**config.mk**
```make
export PLATFORM = sky130hd
export DESIGN_NAME = rim_job_sched_flat
export DESIGN_NICKNAME = d
export VERILOG_FILES = /design/src/rtl/rim_job_sched_pkg.sv /design/src/rtl/rim_job_sched_if.sv /design/src/rtl/rim_job_sched_rr_arb.sv /design/src/rtl/rim_job_sched.sv /design/src/flat_wrapper.sv
export SDC_FILE = /design/constraint.sdc
export NUM_CORES = 1
export LEC_CHECK = 0
export ABC_AREA = 1
export BUFFER_PORTS_ARGS = -buffer_cell sky130_fd_sc_hd__buf_2
export CAP_MARGIN = 20
export CORE_MARGIN = 4
export CORE_UTILIZATION = 57
export CTS_CLUSTER_DIAMETER = 40
export CTS_CLUSTER_SIZE = 12
export DETAILED_ROUTE_END_ITERATION = 10
export GPL_ROUTABILITY_DRIVEN = 0
export PLACE_DENSITY_LB_ADDON = 0.3
export SLEW_MARGIN = 20
export SYNTH_ARGS = -nofsm -noshare
export SYNTH_HDL_FRONTEND = slang
export SYNTH_SLANG_ARGS = --single-unit
```
**constraint.sdc**
```tcl
create_clock -name clk -period 5.06 [get_ports clk]
set_clock_uncertainty 0.05 [all_clocks]
set_input_delay 0.253 -clock clk [delete_from_list [all_inputs] [get_ports clk]]
set_output_delay 0.253 -clock clk [all_outputs]
set_load 0.01 [all_outputs]
```
**src/rtl/rim_job_sched_pkg.sv**
```systemverilog
// Shared types and maze geometry for the rat-in-a-maze job scheduler.
package rim_pkg;

    typedef enum logic [2:0] {
        ST_IDLE,
        ST_GRANT,
        ST_SRST,
        ST_LOAD,
        ST_GAP,
        ST_WAIT,
        ST_STREAM,
        ST_FLUSH
    } state_t;

    localparam int unsigned MAZE_DIM  = 32'd8;
    localparam int unsigned ENTRY_ROW = 32'd0;
    localparam int unsigned ENTRY_COL = 32'd7;
    localparam int unsigned EXIT_ROW  = 32'd7;
    localparam int unsigned EXIT_COL  = 32'd0;

    typedef struct packed {
        logic [2:0] row;
        logic [2:0] col;
    } cell_t;

    function automatic int unsigned id_w(input int unsigned n);
        return (n > 32'd1) ? $clog2(n) : 32'd1;
    endfunction

    function automatic logic [7:0] maze_row(input logic [63:0] m, input logic [2:0] r);
        return m[{r, 3'b000} +: 8];
    endfunction

    // A job is only worth loading when both the entrance and the exit cell are open.
    function automatic logic path_open(input logic [63:0] m);
        return m[ENTRY_ROW*MAZE_DIM + ENTRY_COL] & m[EXIT_ROW*MAZE_DIM + EXIT_COL];
    endfunction

endpackage

```
**src/rtl/rim_job_sched_if.sv**
```systemverilog
// Requester-side bus of the scheduler: job requests in, path responses out.
interface rim_job_sched_if #(
    parameter int N_REQ = 2
);
    import rim_pkg::*;

    localparam int IW = int'(id_w(N_REQ));

    logic [N_REQ-1:0]    req_valid;
    logic [64*N_REQ-1:0] req_maze;
    logic [N_REQ-1:0]    req_ack;
    logic                rsp_valid;
    logic [IW-1:0]       rsp_id;
    logic [2:0]          rsp_row;
    logic [2:0]          rsp_col;
    logic                rsp_last;
    logic                rsp_fail;
    logic                busy;

    modport master (
        output req_valid, req_maze,
        input  req_ack, rsp_valid, rsp_id, rsp_row, rsp_col, rsp_last, rsp_fail, busy
    );

    modport slave (
        input  req_valid, req_maze,
        output req_ack, rsp_valid, rsp_id, rsp_row, rsp_col, rsp_last, rsp_fail, busy
    );

endinterface

```
**src/rtl/rim_job_sched_rr_arb.sv**
```systemverilog
// Round-robin pick: first requester at or after ptr, wrapping to index 0.
module rim_rr_arb
    import rim_pkg::*;
#(
    parameter int N_REQ = 2,
    localparam int IW = int'(id_w(N_REQ))
) (
    input  logic [N_REQ-1:0] req,
    input  logic [IW-1:0]    ptr,
    output logic             any,
    output logic [IW-1:0]    idx
);

    // Two ordered scans: upper segment [ptr..N-1] first, then the wrap from 0.
    always_comb begin
        any = 1'b0;
        idx = IW'(0);
        for (int j = 0; j < N_REQ; j++) begin
            if (!any && req[j] && (IW'(j) >= ptr)) begin
                any = 1'b1;
                idx = IW'(j);
            end else begin
                idx = idx;
            end
        end
        for (int j = 0; j < N_REQ; j++) begin
            if (!any && req[j]) begin
                any = 1'b1;
                idx = IW'(j);
            end else begin
                idx = idx;
            end
        end
    end

endmodule

```
**src/rtl/rim_job_sched.sv**
```systemverilog
// Shares one maze solver between N_REQ requesters: arbitrate, precheck, load,
// then forward the solver path (one beat per cell) to the winning requester.
module rim_job_sched
    import rim_pkg::*;
#(
    parameter int N_REQ       = 2,
    parameter int TIMEOUT_CYC = 1024,
    parameter int MAX_STEPS   = 15
) (
    input  logic            clk,
    input  logic            rst,
    rim_job_sched_if.slave  bus,
    output logic            slv_rst_n,
    output logic            slv_in_valid,
    output logic [7:0]      slv_maze,
    input  logic            slv_out_valid,
    input  logic [2:0]      slv_out_row,
    input  logic [2:0]      slv_out_col
);

    localparam int IW = int'(id_w(N_REQ));
    localparam int TW = $clog2(TIMEOUT_CYC);
    localparam int SW = $clog2(MAX_STEPS + 1);

    state_t           st_r, st_s;
    logic [IW-1:0]    ptr_r, ptr_s;
    logic [IW-1:0]    gnt_r, gnt_s;
    logic [63:0]      maze_r, maze_s;
    logic [2:0]       ld_r, ld_s;
    logic [TW-1:0]    to_r, to_s;
    logic [SW-1:0]    steps_r, steps_s;
    cell_t            hold_r, hold_s;
    logic [N_REQ-1:0] ack_r, ack_s;
    logic             slv_rst_n_r, slv_rst_n_s;
    logic             in_valid_r, in_valid_s;
    logic [7:0]       slv_maze_r, slv_maze_s;
    logic             rsp_valid_r, rsp_valid_s;
    logic [IW-1:0]    rsp_id_r, rsp_id_s;
    cell_t            rsp_cell_r, rsp_cell_s;
    logic             rsp_last_r, rsp_last_s;
    logic             rsp_fail_r, rsp_fail_s;
    logic             busy_r, busy_s;
    logic             arb_any_s;
    logic [IW-1:0]    arb_idx_s;

    rim_rr_arb #(.N_REQ(N_REQ)) u_arb (
        .req (bus.req_valid),
        .ptr (ptr_r),
        .any (arb_any_s),
        .idx (arb_idx_s)
    );

    // State, datapath and output registers; every output is a flop.
    always_ff @(posedge clk or posedge rst) begin
        if (rst) begin
            st_r        <= ST_IDLE;
            ptr_r       <= IW'(0);
            gnt_r       <= IW'(0);
            maze_r      <= 64'd0;
            ld_r        <= 3'd0;
            to_r        <= TW'(0);
            steps_r     <= SW'(0);
            hold_r      <= 6'd0;
            ack_r       <= N_REQ'(1'b0);
            slv_rst_n_r <= 1'b0;
            in_valid_r  <= 1'b0;
            slv_maze_r  <= 8'd0;
            rsp_valid_r <= 1'b0;
            rsp_id_r    <= IW'(0);
            rsp_cell_r  <= 6'd0;
            rsp_last_r  <= 1'b0;
            rsp_fail_r  <= 1'b0;
            busy_r      <= 1'b0;
        end else begin
            st_r        <= st_s;
            ptr_r       <= ptr_s;
            gnt_r       <= gnt_s;
            maze_r      <= maze_s;
            ld_r        <= ld_s;
            to_r        <= to_s;
            steps_r     <= steps_s;
            hold_r      <= hold_s;
            ack_r       <= ack_s;
            slv_rst_n_r <= slv_rst_n_s;
            in_valid_r  <= in_valid_s;
            slv_maze_r  <= slv_maze_s;
            rsp_valid_r <= rsp_valid_s;
            rsp_id_r    <= rsp_id_s;
            rsp_cell_r  <= rsp_cell_s;
            rsp_last_r  <= rsp_last_s;
            rsp_fail_r  <= rsp_fail_s;
            busy_r      <= busy_s;
        end
    end

    // Next state plus the output values that become visible in that next state.
    always_comb begin
        st_s        = st_r;
        ptr_s       = ptr_r;
        gnt_s       = gnt_r;
        maze_s      = maze_r;
        ld_s        = ld_r;
        to_s        = to_r;
        steps_s     = steps_r;
        hold_s      = hold_r;
        ack_s       = N_REQ'(1'b0);
        slv_rst_n_s = 1'b1;
        in_valid_s  = 1'b0;
        slv_maze_s  = 8'd0;
        rsp_valid_s = 1'b0;
        rsp_id_s    = IW'(0);
        rsp_cell_s  = 6'd0;
        rsp_last_s  = 1'b0;
        rsp_fail_s  = 1'b0;

        case (st_r)
            ST_IDLE: begin
                if (arb_any_s) begin
                    st_s   = ST_GRANT;
                    gnt_s  = arb_idx_s;
                    maze_s = bus.req_maze[{arb_idx_s, 6'b000000} +: 64];
                    ack_s  = N_REQ'(1'b1) << arb_idx_s;
                end else begin
                    st_s = ST_IDLE;
                end
            end
            ST_GRANT: begin
                ptr_s = (gnt_r == IW'(N_REQ - 1)) ? IW'(0) : IW'(gnt_r + 1'b1);
                if (!path_open(maze_r)) begin
                    st_s        = ST_FLUSH;
                    rsp_valid_s = 1'b1;
                    rsp_id_s    = gnt_r;
                    rsp_last_s  = 1'b1;
                    rsp_fail_s  = 1'b1;
                end else begin
                    st_s        = ST_SRST;
                    slv_rst_n_s = 1'b0;
                end
            end
            ST_SRST: begin
                st_s       = ST_LOAD;
                ld_s       = 3'd0;
                in_valid_s = 1'b1;
                slv_maze_s = maze_row(maze_r, 3'd0);
            end
            ST_LOAD: begin
                if (ld_r == 3'd7) begin
                    st_s = ST_GAP;
                end else begin
                    ld_s       = ld_r + 3'd1;
                    in_valid_s = 1'b1;
                    slv_maze_s = maze_row(maze_r, ld_r + 3'd1);
                end
            end
            ST_GAP: begin
                st_s = ST_WAIT;
                to_s = TW'(0);
            end
            ST_WAIT: begin
                if (slv_out_valid) begin
                    st_s       = ST_STREAM;
                    hold_s.row = slv_out_row;
                    hold_s.col = slv_out_col;
                    steps_s    = SW'(1);
                end else if (to_r == TW'(TIMEOUT_CYC - 1)) begin
                    st_s        = ST_FLUSH;
                    rsp_valid_s = 1'b1;
                    rsp_id_s    = gnt_r;
                    rsp_last_s  = 1'b1;
                    rsp_fail_s  = 1'b1;
                end else begin
                    to_s = to_r + TW'(1);
                end
            end
            ST_STREAM: begin
                // The held cell is only known to be non-final once another strobe arrives.
                rsp_valid_s = 1'b1;
                rsp_id_s    = gnt_r;
                rsp_cell_s  = hold_r;
                if (slv_out_valid && (steps_r != SW'(MAX_STEPS))) begin
                    hold_s.row = slv_out_row;
                    hold_s.col = slv_out_col;
                    steps_s    = steps_r + SW'(1);
                end else begin
                    st_s       = ST_FLUSH;
                    rsp_last_s = 1'b1;
                end
            end
            ST_FLUSH: begin
                st_s = ST_IDLE;
            end
            default: begin
                st_s = ST_IDLE;
            end
        endcase

        busy_s = (st_s != ST_IDLE);
    end

    assign bus.req_ack   = ack_r;
    assign bus.rsp_valid = rsp_valid_r;
    assign bus.rsp_id    = rsp_id_r;
    assign bus.rsp_row   = rsp_cell_r.row;
    assign bus.rsp_col   = rsp_cell_r.col;
    assign bus.rsp_last  = rsp_last_r;
    assign bus.rsp_fail  = rsp_fail_r;
    assign bus.busy      = busy_r;
    assign slv_rst_n     = slv_rst_n_r;
    assign slv_in_valid  = in_valid_r;
    assign slv_maze      = slv_maze_r;

endmodule

```
**src/flat_wrapper.sv**
```systemverilog
// flat-port wrapper written by rule: the top's interface ports become plain ports
module rim_job_sched_flat import rim_pkg::*;
#(
    parameter int N_REQ       = 2,
    parameter int TIMEOUT_CYC = 1024,
    parameter int MAX_STEPS   = 15
)
  (clk, rst, slv_rst_n, slv_in_valid, slv_maze, slv_out_valid, slv_out_row, slv_out_col, bus_req_valid, bus_req_maze, bus_req_ack, bus_rsp_valid, bus_rsp_id, bus_rsp_row, bus_rsp_col, bus_rsp_last, bus_rsp_fail, bus_busy);
  rim_job_sched_if #(.N_REQ(N_REQ)) bus_i ();
  input  logic clk;
  input  logic rst;
  output logic slv_rst_n;
  output logic slv_in_valid;
  output logic [7:0] slv_maze;
  input  logic slv_out_valid;
  input  logic [2:0] slv_out_row;
  input  logic [2:0] slv_out_col;
  input wire logic [$bits(bus_i.req_valid)-1:0] bus_req_valid;
  input wire logic [$bits(bus_i.req_maze)-1:0] bus_req_maze;
  output wire logic [$bits(bus_i.req_ack)-1:0] bus_req_ack;
  output wire logic [$bits(bus_i.rsp_valid)-1:0] bus_rsp_valid;
  output wire logic [$bits(bus_i.rsp_id)-1:0] bus_rsp_id;
  output wire logic [$bits(bus_i.rsp_row)-1:0] bus_rsp_row;
  output wire logic [$bits(bus_i.rsp_col)-1:0] bus_rsp_col;
  output wire logic [$bits(bus_i.rsp_last)-1:0] bus_rsp_last;
  output wire logic [$bits(bus_i.rsp_fail)-1:0] bus_rsp_fail;
  output wire logic [$bits(bus_i.busy)-1:0] bus_busy;
  assign bus_i.req_valid = bus_req_valid;
  assign bus_i.req_maze = bus_req_maze;
  assign bus_req_ack = bus_i.req_ack;
  assign bus_rsp_valid = bus_i.rsp_valid;
  assign bus_rsp_id = bus_i.rsp_id;
  assign bus_rsp_row = bus_i.rsp_row;
  assign bus_rsp_col = bus_i.rsp_col;
  assign bus_rsp_last = bus_i.rsp_last;
  assign bus_rsp_fail = bus_i.rsp_fail;
  assign bus_busy = bus_i.busy;
  rim_job_sched #(.N_REQ(N_REQ), .TIMEOUT_CYC(TIMEOUT_CYC), .MAX_STEPS(MAX_STEPS)) u_core (.clk(clk), .rst(rst), .bus(bus_i), .slv_rst_n(slv_rst_n), .slv_in_valid(slv_in_valid), .slv_maze(slv_maze), .slv_out_valid(slv_out_valid), .slv_out_row(slv_out_row), .slv_out_col(slv_out_col));
endmodule
```
# ---- Yosys cells after proc, flatten, opt, wreduce, memory -nomap -nowiden
# Index checks and enable logic that the tools add are counted.
dict set report op_classes {
  addsub 4
  mul 0
  div_mod_pow 0
  order_cmp 2
  eq_ne 15
  n_shift 3
  mux 45
  bitwise_logic 1
  reduce_logical 18
}
# cell count
set ops {}
lappend ops {{indexed part select 128 x 8 -> 64 bit} 1}
lappend ops {{indexed part select 64 x 7 -> 8 bit} 1}
lappend ops {{case mux 3 bit (8 select lines)} 1}
lappend ops {{2-to-1 mux 10 bit} 2}
lappend ops {{case mux 10 bit (2 select lines)} 1}
lappend ops {{2-to-1 mux 1 bit} 18}
lappend ops {{2-to-1 mux 3 bit} 6}
lappend ops {{2-to-1 mux 6 bit} 3}
lappend ops {{case mux 8 bit (2 select lines)} 1}
lappend ops {{== test 3 bit (second input constant)} 5}
lappend ops {{case mux 6 bit (2 select lines)} 1}
lappend ops {{adder 10 x 1 -> 10 bit (second input constant)} 1}
lappend ops {{== test 10 bit (second input constant)} 1}
lappend ops {{case mux 1 bit (3 select lines)} 3}
lappend ops {{2-to-1 mux 4 bit} 2}
lappend ops {{2-to-1 mux 8 bit} 1}
lappend ops {{inequality test 2 bit (second input constant)} 4}
lappend ops {{case mux 4 bit (2 select lines)} 1}
lappend ops {{== test 3 x 2 -> 1 bit (second input constant)} 2}
lappend ops {{logical AND 1 bit} 6}
lappend ops {{case mux 3 bit (2 select lines)} 1}
lappend ops {{AND reduction 3 bit} 2}
lappend ops {{nonzero test 2 bit} 3}
lappend ops {{adder 4 x 1 -> 4 bit (second input constant)} 1}
lappend ops {{14 further kinds} 20}
dict set report word_totals {
  regBits 115
  latchBits 0
  ram_bits 0
  rom_bits 0
  input_bits 139
  output_inout_bits 23
  word_cells 108
  mem_count 0
}

# ---- Logic depth before layout (Yosys ltp)
# Gate-level depths: netlist of the first run.
dict set report depth {
  word_depth 16
  mapped_depth 10
  mapped_depth_nobuf 9
}

# ---- Modules after synthesis
# A second synthesis of the first run with hierarchy kept.
dict set report hier_totals {
  cells_unflattened 708
  area_unflattened_um2 5709.2
}
# mod instances cells_each area_each_um2 seq_area_each_um2
set modules_own_cells {}
lappend modules_own_cells {rim_job_sched 1 704 5690.5 2877.8}
lappend modules_own_cells {rim_rr_arb 1 4 18.8 0.0}

# ---- Worst setup path after synthesis of the first run
# OpenSTA, ideal clock, no wires.
dict set report synth_path {
  path_type {register -> register}
  start {register u_core.ld_r[0]}
  end {register u_core.slv_maze_r[2] (netlist: u_core.slv_maze[2])}
  setup_time_ns 0.069
  arrival_time_ns 1.430
  t_required_ns 4.941
  path_slack_ns 3.511
  path_stages_with_launch 8
  n_path_buf 1
  period_less_slack_ns 1.549
  cell_sequence {dfrtp_1 -> ha_1 -> ha_1 -> clkbuf_1 -> inv_1 -> nor2_1 -> nand2_1 -> nand3_1}
}
dict set report synth_between {
  elab_chain_cells 4
  word_cells_on_any_way 5
  classes_between {1 x add/sub; 1 x eq/ne; 1 x shift; 2 x mux}
}
# element line
set synth_rtl {}
lappend synth_rtl {{start, declared} rim_job_sched.sv:29} ;# logic [2:0] ld_r, ld_s;
lappend synth_rtl {{start signal, assigned} rim_job_sched.sv:79} ;# ld_r <= ld_s;
lappend synth_rtl {{adder 3 x 1 -> 3 bit} rim_job_sched.sv:152} ;# slv_maze_s = maze_row(maze_r, ld_r + 3'd1);
lappend synth_rtl {{indexed part select 64 x 7 -> 8 bit} rim_job_sched_pkg.sv:31} ;# return m[{r, 3'b000} +: 8];
lappend synth_rtl {{2-to-1 mux 8 bit (*)} rim_job_sched.sv:147} ;# if (ld_r == 3'd7) begin
lappend synth_rtl {{case mux 8 bit (2 select lines) (*)} rim_job_sched.sv:116} ;# case (st_r)
lappend synth_rtl {{net u_core.slv_maze_s[2]} rim_job_sched.sv:36} ;# logic [7:0] slv_maze_r, slv_maze_s;
lappend synth_rtl {{end signal, assigned} rim_job_sched.sv:86} ;# slv_maze_r <= slv_maze_s;
lappend synth_rtl {{end, declared} rim_job_sched.sv:36}
# The timed path passes the listed nets; every way through them passes the cells marked *.
# A chain may end at the register's enable or synchronous reset.

# ---- Worst setup path in the final report of the first run
dict set report layout_path {
  start {register u_core.st_r[0]}
  end {register u_core.maze_r[60]}
}
dict set report layout_between {
  elab_chain_cells 2
}
# element line
set layout_rtl {}
lappend layout_rtl {{start, declared} rim_job_sched.sv:25} ;# state_t st_r, st_s;
lappend layout_rtl {{start signal, assigned} rim_job_sched.sv:75} ;# st_r <= st_s;
lappend layout_rtl {{logical NOT 3 bit} rim_job_sched.sv:116}
lappend layout_rtl {{AND reduction 2 bit (no line)} n/a}
lappend layout_rtl {{end signal, assigned} rim_job_sched.sv:78} ;# maze_r <= maze_s;
lappend layout_rtl {{end, declared} rim_job_sched.sv:28} ;# logic [63:0] maze_r, maze_s;
# Every way passes these cells.

==> results of run 1 <==
==> registers in the layout, summed over array words and instances, names as in the netlist, 2 cells and up <==
register,count
u_core.maze_r,64
u_core.to_r,10
u_core.slv_maze,8
u_core.hold_r,6
u_core.steps_r,4
u_core.bus.rsp_col,3
u_core.bus.rsp_row,3
u_core.ld_r,3
u_core.st_r,3
u_core.bus.req_ack,2
==> tightest hold or removal path, cell delays in order <==
cell and delay (ns):
buf_2 0.08, o21ai_0 0.08, o22ai_1 0.13
==> through the flow <==
stage,hold slack [ns],cells
floorplan,0.324,719
CTS,0.000436,1126
finish,0.00879,1128
global placement,0.404,975
global route,0.0259,1128
detailed placement,0.408,975
==> how the worst max path moves through the flow <==
stage                    from           endpoint  depth (start not counted)
5_1_grt        u_core.st_r[1]  u_core.maze_r[48]                          8
3_3_place_gp   u_core.st_r[1]       u_core.gnt_r                          7
3_5_place_dp   u_core.st_r[1]       u_core.gnt_r                          7
2_1_floorplan             rst    u_core.bus.busy                          1
4_1_cts        u_core.st_r[1]  u_core.maze_r[29]                          8
6_report       u_core.st_r[0]  u_core.maze_r[60]                          8
==> routing by layer <==
metal	share of wire, %	routed length [um]
met5	0	0
met4	5.9	1160
met3	9.7	1910
met2	49	9690
met1	35	6860
==> area by class of cell <==
cell class              count  area share [%]
clock buffers              17            4.98
clock inverters            15            1.91
inverters                  74            3.43
multi-input cells         489            28.6
flip-flops and latches    115            34.6
well taps                 133            2.00
repair buffers            285            24.5
==> Yosys cell counts <==
master    count
o21ai_1      18
clkbuf_1     13
nor2_4        5
nand3_1      38
dfrtp_1     115
nand2_1     114
o211ai_1      9
o22ai_1      30
clkinv_1      1
nand4_1       6
o21bai_1      2
a41oi_1       1
buf_2        22
inv_1        66
or2_2         2
nand2_4       1
inv_2         5
buf_4         1
nor2_2        1
nand3_2       3
a21oi_1      25
buf_6         4
xor2_1        1
nor2_1       92
o21ai_0     124
buf_8         1
inv_4         2
ha_1          4
o21ai_2       4
nor3_1        3
nand2_2       6
==> placed cells by master (no fill, tap or decap), types with 5 or more instances in the layout <==
cell type,synthesis,layout
buf_2,22,161
o21ai_0,124,124
dlygate4sd3_1,0,121
dfrtp_1,115,115
nand2_1,114,113
nor2_1,92,92
inv_1,66,64
nand3_1,38,38
o22ai_1,30,30
a21oi_1,25,25
o21ai_1,18,18
clkbuf_16,0,16
o211ai_1,9,9
nand2_2,6,7
inv_2,5,6
nand4_1,6,6
nor2_4,5,5
clkinv_4,0,5
==> power by group <==
part	switching [W]	internal, W	total [W]
Combinational	0.00118	0.000863	0.00204
Sequential	0.000220	0.00130	0.00152
Clock	0.000456	0.000703	0.00116
Total	0.00186	0.00286	0.00472
==> logic make-up (layout without fill, tap and decap cells) <==
family / after synthesis / in the layout / share of synthesized area [%]
and+or+nand+nor: 271 / 271 / 20.3
DFF: 115 / 115 / 49.9
buffers and inverters: 115 / 391 / 8.83
adders and majority gates: 4 / 4 / 0.868
xor gates and xnor gates: 1 / 1 / 0.152
AOI/OAI and AO/OA: 213 / 213 / 19.9
==> results.cfg, run 1 <==
[global_route]
grt_pass1_vias = 6323
met2_usage_pct = 57.8
grt_overflow = 0
antenna_found_initial = 0
grt_pass1_wl_um = 31200
grtUsageMet1_pct = 40.4
busiest_layer = met2
grt_usage_pct = 34.6
grt_use_met3_pct = 9.55
grt_start_max_net_pins = 70

[worst_setup_path]
worstPathCellList = inv_2, nand3_2, nor2_4, buf_4, inv_2, nand2_1, o21ai_1, dlygate4sd3_1
worstReg2RegStart = u_core.st_r[0]
reg2reg_to = u_core.maze_r[60]
worstPathRequired_ns = 5.43
crit_fanout = 50
crit_path_start_kind = flop
reg2regPathDepth = 8
critPathMostFrequentCell = inv_2
cp_slowest_cell = nor2_4
crit_buf_inv = 4
path_delay_family = buffers and inverters
arrival_ns = 3.68
r2r_slack_ns = 1.75
critPathKind = reg -> reg
slowest_delay_ns = 0.67
worst_setup_path_end_kind = flop

[detailed_routing]
routed_wirelength_um = 19600
drtAntennaViolNets = 0
viasPerCell = 5.72
vias = 6451
first_pass_iters = 6
wl_per_cell_um = 17.4
dr.first_iter.drc_count = 882
drc = 0

[final_layout]
final_util_pct = 84.8
areaGrowthSynthToFinish_pct = 44.4
diodes = 0
final_area_mm2 = 0.00832
drive_gt1_share_pct = 22.9
fin_nets = 1125
multi_input_area_mm2 = 0.00238
final-seq-area_mm2 = 0.00288
n_fill_cell = 540

[timing]
fin_crit_ns = 3.31
finalCritPeriodShare_pct = 65.4
setup_viol_count_final = 0
layout_setup_ws_ns = 1.75
tightest_slew_ns = 1.08
rsz0062_at_grt = false
slew_violations = 0
relSlewSlack_pct = 28.1
hold_viol = 0
tns_ns = 0
fmax_ghz = 0.302

[hold_path]
worstHoldEndpoint = u_core.maze_r[39]
hold_class = in -> reg
worstHoldPathCells = 3
min_from = bus_req_maze[103]

[power_and_ir_drop]
leakage_nw = 4.07
powerDensity_mw_per_mm2 = 567
p_total_w = 0.00472
vdd_drop_max_mv = 0.292

[synthesis]
synth_nets = 862
synth-seq-cells = 115
yosys.cell_types.count = 31
synth_area_mm2 = 0.00577
synth.top_cell.area_share_pct = 49.9
ys.warnings.count = 0
synth.avg_cell_area_um2 = 8.02
yosys.area.top_type = dfrtp_1
synth_area_leaders = dfrtp_1, o21ai_0, nand2_1
yosysSeqAreaShare_pct = 49.9
netlist_instances = 719

[floorplanning]
die_y_um = 109
io_pins = 162
std_cell_rows = 36
core-area_mm2 = 0.00982
die_area_mm2 = 0.0118
start_util_pct = 58.7
die_w_um = 109

[clocking]
cts_root_buf = clkbuf_8
clock_latency_ns = 0.53
cts_setup_buffers = 0
cts_resized = 0
htree_levels = 4
cts_buffers = 17
cts.path.max_buffers = 2
cts_tree = yes
ctsHoldBuffers = 119
cts.sinks = 115
clkSlewWorstSetupHoldPaths_ns = 0.06

[placed_design]
dp_slack_ns = 2.39
dpl_cell_area_mm2 = 0.00654
dpl.hpwl_um = 11300
port_buffers = 161

[flow_run]
drv_cap = 0

[status]
status = finished, final reports clean
No activity file was read; power rests on OpenSTA's default activity.
==> inputs of run 2 (changes only) <==
--- a/config.mk
+++ b/config.mk
@@ -5,11 +5,11 @@
 export SDC_FILE = /design/constraint.sdc
 export NUM_CORES = 1
 export LEC_CHECK = 0
-export ABC_AREA = 1
+export ABC_AREA = 0
 export BUFFER_PORTS_ARGS = -buffer_cell sky130_fd_sc_hd__buf_2
 export CAP_MARGIN = 20
 export CORE_MARGIN = 4
-export CORE_UTILIZATION = 57
+export CORE_UTILIZATION = 52
 export CTS_CLUSTER_DIAMETER = 40
 export CTS_CLUSTER_SIZE = 12
 export DETAILED_ROUTE_END_ITERATION = 10
==> constraint.sdc (replaced) <==
create_clock -name clk -period 3.15 [get_ports clk]
set_clock_uncertainty 0.05 [all_clocks]
set_input_delay 0.1575 -clock clk [delete_from_list [all_inputs] [get_ports clk]]
set_output_delay 0.1575 -clock clk [all_outputs]
set_load 0.01 [all_outputs]
==> run 2 against run 1 <==
  * Sequential share of layout area is 0.87 points lower
  * First-iteration DRC count is 45% lower
  * Non-clock buffer count is 19 higher
  * Combinational power is 39% higher
  * Critical path type unchanged
  * Critical endpoint is now u_core.maze_r[41]
==> results.cfg, run 2 <==
[status]
status = finished, final reports clean

[floorplanning]
die_w_um = 112
die_y_um = 112
std_cell_rows = 37
io_pins = 162
core-area_mm2 = 0.0105
die_area_mm2 = 0.0126
start_util_pct = 53.9

[worst_setup_path]
critPathKind = reg -> reg
worstPathRequired_ns = 3.46
arrival_ns = 2.79
r2r_slack_ns = 0.67
path_delay_family = simple AND/OR/NAND/NOR gates
slowest_delay_ns = 0.59
cp_slowest_cell = nand2_2
crit_buf_inv = 1
crit_path_start_kind = flop
worstPathCellList = nor3_1, nand2_2, buf_4, nand2_1, o21ai_0
crit_fanout = 53
worst_setup_path_end_kind = flop

[global_route]
grt_start_max_net_pins = 72
grt_usage_pct = 32.3
antenna_found_initial = 0
grt_pass1_vias = 6099
grt_overflow = 0
grt_pass1_wl_um = 31800

[synthesis]
yosys.area.top_type = dfrtp_1
synth_common_cells = dfrtp_1, mux2i_1, nand2_1
synth_edf_count = 0
synth_nets = 667
synth.top_cell.area_share_pct = 51.0
yosys.cell_types.count = 50
synth.avg_cell_area_um2 = 10.8
ys.warnings.count = 0
yosysMostFrequentCell = dfrtp_1
netlist_instances = 524
synth-seq-cells = 115
yosysSeqAreaShare_pct = 51.0
ys.flop_type = dfrtp_1
synth_area_mm2 = 0.00564
ys_async_sr_fraction_pct = 100
synth_area_leaders = dfrtp_1, mux2i_1, mux4_2

[timing]
rsz0062_at_grt = false
tns_ns = 0
tightest_slew_ns = 0.946
layout_setup_ws_ns = 0.675
setup_viol_count_final = 0
relSlewSlack_pct = 37.0
hold_viol = 0
fmax_ghz = 0.404
fin_crit_ns = 2.48
slew_violations = 0
finalCritPeriodShare_pct = 78.6

[clocking]
cts_root_buf = clkbuf_8
cts_resized = 0
cts_tree = yes
htree_levels = 4
clkSlewWorstSetupHoldPaths_ns = 0.07
cts_buffers = 17
cts.path.max_buffers = 2
cts.sinks = 115
clock_latency_ns = 0.52

[final_layout]
final_common_cell = buf_2
drive_gt1_share_pct = 27.7
n_fill_cell = 510
diodes = 0
fin_nets = 957
final-seq-area_mm2 = 0.00288
layout_common_cells = buf_2, dlygate4sd3_1, dfrtp_1
multi_input_area_mm2 = 0.00259
final_area_mm2 = 0.00854
areaGrowthSynthToFinish_pct = 51.4
stdcell_count = 963
largest_reg_flops = 64
regMostFlops = u_core.maze_r

[placed_design]
port_buffers = 161
dpl_cell_area_mm2 = 0.00655
dpl.hpwl_um = 10400
dp_slack_ns = 0.875
dp.cells = 794

[detailed_routing]
wl_per_cell_um = 20.7
drc = 0
dr.first_iter.drc_count = 483
drtAntennaViolNets = 0
routed_wirelength_um = 20000
vias = 5611
viasPerCell = 5.83
first_pass_iters = 5

[power_and_ir_drop]
combPwrFrac_pct = 38.0
powerDensity_mw_per_mm2 = 876
swShare_pct = 38.2
leakage_nw = 4.18
pwr-share-clk_pct = 26.3
p_seq_share_pct = 35.6
p_switching_w = 0.00286
p_int_w = 0.00462
p_total_w = 0.00748
vdd_drop_max_mv = 0.486

[hold_path]
hold_class = in -> async

[flow_run]
drv_cap = 0
==> run 2: path summary, 6_finish.rpt <==
check / from / end / cells past startpoint
min in group clk: bus_req_valid[0] / u_core.st_r[0] / 4
hold / removal: rst / u_core.hold_r[0] / 3
setup / recovery: u_core.st_r[2] / u_core.maze_r[41] / 5
setup reg to reg: u_core.st_r[2] / u_core.maze_r[41] / 5
max in group asynchronous: rst / u_core.maze_r[12] / 4
hold reg to reg: u_core.hold_r[0] / u_core.bus.rsp_col[0] / 1
==> run 2: cells by family after synthesis <==
group	synth area share (%)
buffers and inverters	3.35
AO/OA/AOI/OAI	10.6
multiplexers	20.8
adder cells (fa/ha/maj)	0.887
XOR/XNOR	0.466
AND/OR/NAND/NOR	12.9
flip-flops	51.0
==> run 2: what timing repair did <==
item	in CTS	in global routing
hold endpoints to repair	115	0
hold buffers	136	0
buffers inserted	0	0
==> run 2: through the flow <==
step | utilization [%] | hold WS (ns)
after CTS | 81.3 | 0.178
after global routing | 81.6 | 0.249
final | 81.6 | 0.208
after global placement | 62.6 | 0.322
after floorplan | - | 0.239
after detailed placement | 62.6 | 0.324
==> run 2: power groups by stage <==
stage / Clock, W / Combinational, W / Sequential [W]
after floorplan: 0 / 0.00188 / 0.00238
after global placement: 0 / 0.00223 / 0.00259
after detailed placement: 0 / 0.00235 / 0.00260
after CTS: 0.00196 / 0.00260 / 0.00260
after global routing: 0.00207 / 0.00307 / 0.00269
final: 0.00197 / 0.00284 / 0.00266
==> run 2: final cells by class <==
type,count,area share (%)
sequential,115,33.7
clock buffer,17,4.85
clock inverter,15,2.21
multi-input combinational,368,30.3
tap,136,1.99
inverter,8,0.396
timing repair buffer,304,26.5
==> run 2: layer usage <==
metal / vias up / wire [um] / track usage (%)
li1: 2447 / - / -
met1: 2671 / 7050 / 35.6
met2: 386 / 10100 / 55.7
met3: 107 / 1520 / 8.63
met4: 0 / 1270 / 19.7
met5: - / 0 / 0
==> run 2: worst min-delay path, delay by kind of cell <==
kind	cells	cell delay, ns
buffers and inverters	3	1.06
==> inputs of run 3 (changes only) <==
==> constraint.sdc (replaced) <==
create_clock -name clk -period 2.51 [get_ports clk]
set_clock_uncertainty 0.05 [all_clocks]
set_input_delay 0.1255 -clock clk [delete_from_list [all_inputs] [get_ports clk]]
set_output_delay 0.1255 -clock clk [all_outputs]
set_load 0.01 [all_outputs]
==> run 3 against run 2 <==
  * Total power rose by 23%
  * Sequential power rose by 25%
  * Cell area fell by 0.18%
  * Routed wire length rose by 4.5%
  * Via count rose by 1.9%
  * Sequential share of layout area rose by 0.059 points
  * Cell count rose by 0.52%
  * Non-clock buffer count rose by 5
  * Sequential cell count did not move
  * Worst setup slack got worse by 0.58 ns
  * Critical path type unchanged
  * Largest cell class unchanged
  * Largest power group unchanged
==> results.cfg, run 3 (synthesis results as in run 2) <==
[timing]
hold_ws_ns = 0.141
tightest_slew_ns = 0.938
tns_ns = 0
rsz0062_at_grt = false
hold_viol = 0
setup_viol_count_final = 0
slew_violations = 0
fmax_ghz = 0.414
finalCritPeriodShare_pct = 96.1
relSlewSlack_pct = 37.3
fin_crit_ns = 2.41

[hold_path]
hold_class = in -> reg

[global_route]
grt_usage_pct = 33.9
grt_overflow = 0
grt_pass1_wl_um = 33100
grt_start_max_net_pins = 82
antenna_found_initial = 0
grt_pass1_vias = 6301

[clocking]
cts.sinks = 115
cts_root_buf = clkbuf_8
cts_tree = yes
cts_buffers = 17
clock_latency_ns = 0.53
cts_resized = 0
htree_levels = 4
clkSlewWorstSetupHoldPaths_ns = 0.06
cts.path.max_buffers = 2

[final_layout]
regMostFlops = u_core.maze_r
final_area_mm2 = 0.00852
diodes = 0
drive_gt1_share_pct = 28.1
final_common_cell = buf_2
stdcell_count = 968
areaGrowthSynthToFinish_pct = 51.1
fin_nets = 962
layout_common_cells = buf_2, dlygate4sd3_1, dfrtp_1
largest_reg_flops = 64
n_fill_cell = 531

[detailed_routing]
vias = 5718
wl_per_cell_um = 21.5
viasPerCell = 5.91
routed_wirelength_um = 20900
first_pass_iters = 5
drtAntennaViolNets = 0
drc = 0
dr.first_iter.drc_count = 446

[floorplanning]
die_w_um = 112
die_area_mm2 = 0.0126
io_pins = 162
core-area_mm2 = 0.0105
start_util_pct = 53.9
std_cell_rows = 37
die_y_um = 112

[power_and_ir_drop]
powerDensity_mw_per_mm2 = 1080
pwr-share-clk_pct = 24.8
p_seq_share_pct = 36.0
combPwrFrac_pct = 39.2
p_int_w = 0.00570
leakage_nw = 4.18
p_switching_w = 0.00352
vdd_drop_max_mv = 0.568
swShare_pct = 38.2

[placed_design]
dpl_cell_area_mm2 = 0.00660
port_buffers = 161
dpl.hpwl_um = 10600
dp.cells = 800

[worst_setup_path]
critPathKind = reg -> reg
arrival_ns = 2.72
crit_path_start_kind = flop
worst_setup_path_end_kind = flop
worstPathRequired_ns = 2.82
r2r_slack_ns = 0.1
crit_fanout = 19

[flow_run]
drv_cap = 0

[status]
status = finished, final reports clean
run 3: changes by cell type in the layout (fill, tap and decap cells not counted), sizes merged:
cell	before	now
inv	16	9
buf	168	173
clkbuf	17	18
bufinv	2	1
clkinv	2	9
run 3: repair_timing:
action / in CTS / in global routing
hold buffers: 136 / 0
buffers inserted: 0 / 0
endpoints found under the hold margin: 111 / 0
run 3: through the flow:
step           setup slack, ns  total power (W)  util (%)
3_5_place_dp             0.555          0.00626      63.1
4_1_cts                  0.266          0.00883      81.5
5_1_grt                 0.0515          0.00967      81.5
3_3_place_gp             0.643          0.00610      63.1
6_report                0.0971          0.00922      81.5
2_1_floorplan            0.579          0.00535         -
run 3: final timing paths:
| kind | cells past startpoint | start | to |
|---|---|---|---|
| worst max-delay path | 5 | u_core.ptr_r | u_core.maze_r[50] |
| worst min-delay path | 4 | bus_req_valid[0] | u_core.st_r[0] |
| worst max register to register | 5 | u_core.ptr_r | u_core.maze_r[50] |
| worst min register to register | 1 | u_core.hold_r[4] | u_core.bus.rsp_row[1] |
| max in group asynchronous | 4 | rst | u_core.steps_r[3] |
| min in group asynchronous | 3 | rst | u_core.maze_r[8] |
run 3: routing by layer:
metal	global-route usage [%]	share of wire, %	vias up
met5	0	0	-
met4	21.8	7.6	0
met3	9.06	8.1	130
met2	57.2	49	390
met1	37.7	35	2731
li1	-	-	2467
run 3: power groups by stage:
stage | combinational (W) | sequential (W) | clock [W]
floorplan | 0.00236 | 0.00299 | 0
global placement | 0.00288 | 0.00322 | 0
detailed placement | 0.00303 | 0.00323 | 0
CTS | 0.00334 | 0.00323 | 0.00226
global route | 0.00392 | 0.00336 | 0.00239
finish | 0.00361 | 0.00332 | 0.00229
run 3: worst max-delay path, cell delays in order, from the launching register on:
cell,delay (ns)
dfrtp_1,0.41
o21ai_4,0.39
buf_4,0.41
mux2i_1,0.28
dlygate4sd3_1,0.60
o21ai_0,0.10
run 3: area by class of cell:
cell class	count	area, um2	area share (%)
well taps	136	170	2.00
flip-flops and latches	115	2880	33.8
inverters	8	33.8	0.396
clock inverters	14	130	1.53
clock buffers	18	428	5.02
repair buffers	309	2290	26.9
multi-input cells	368	2590	30.4
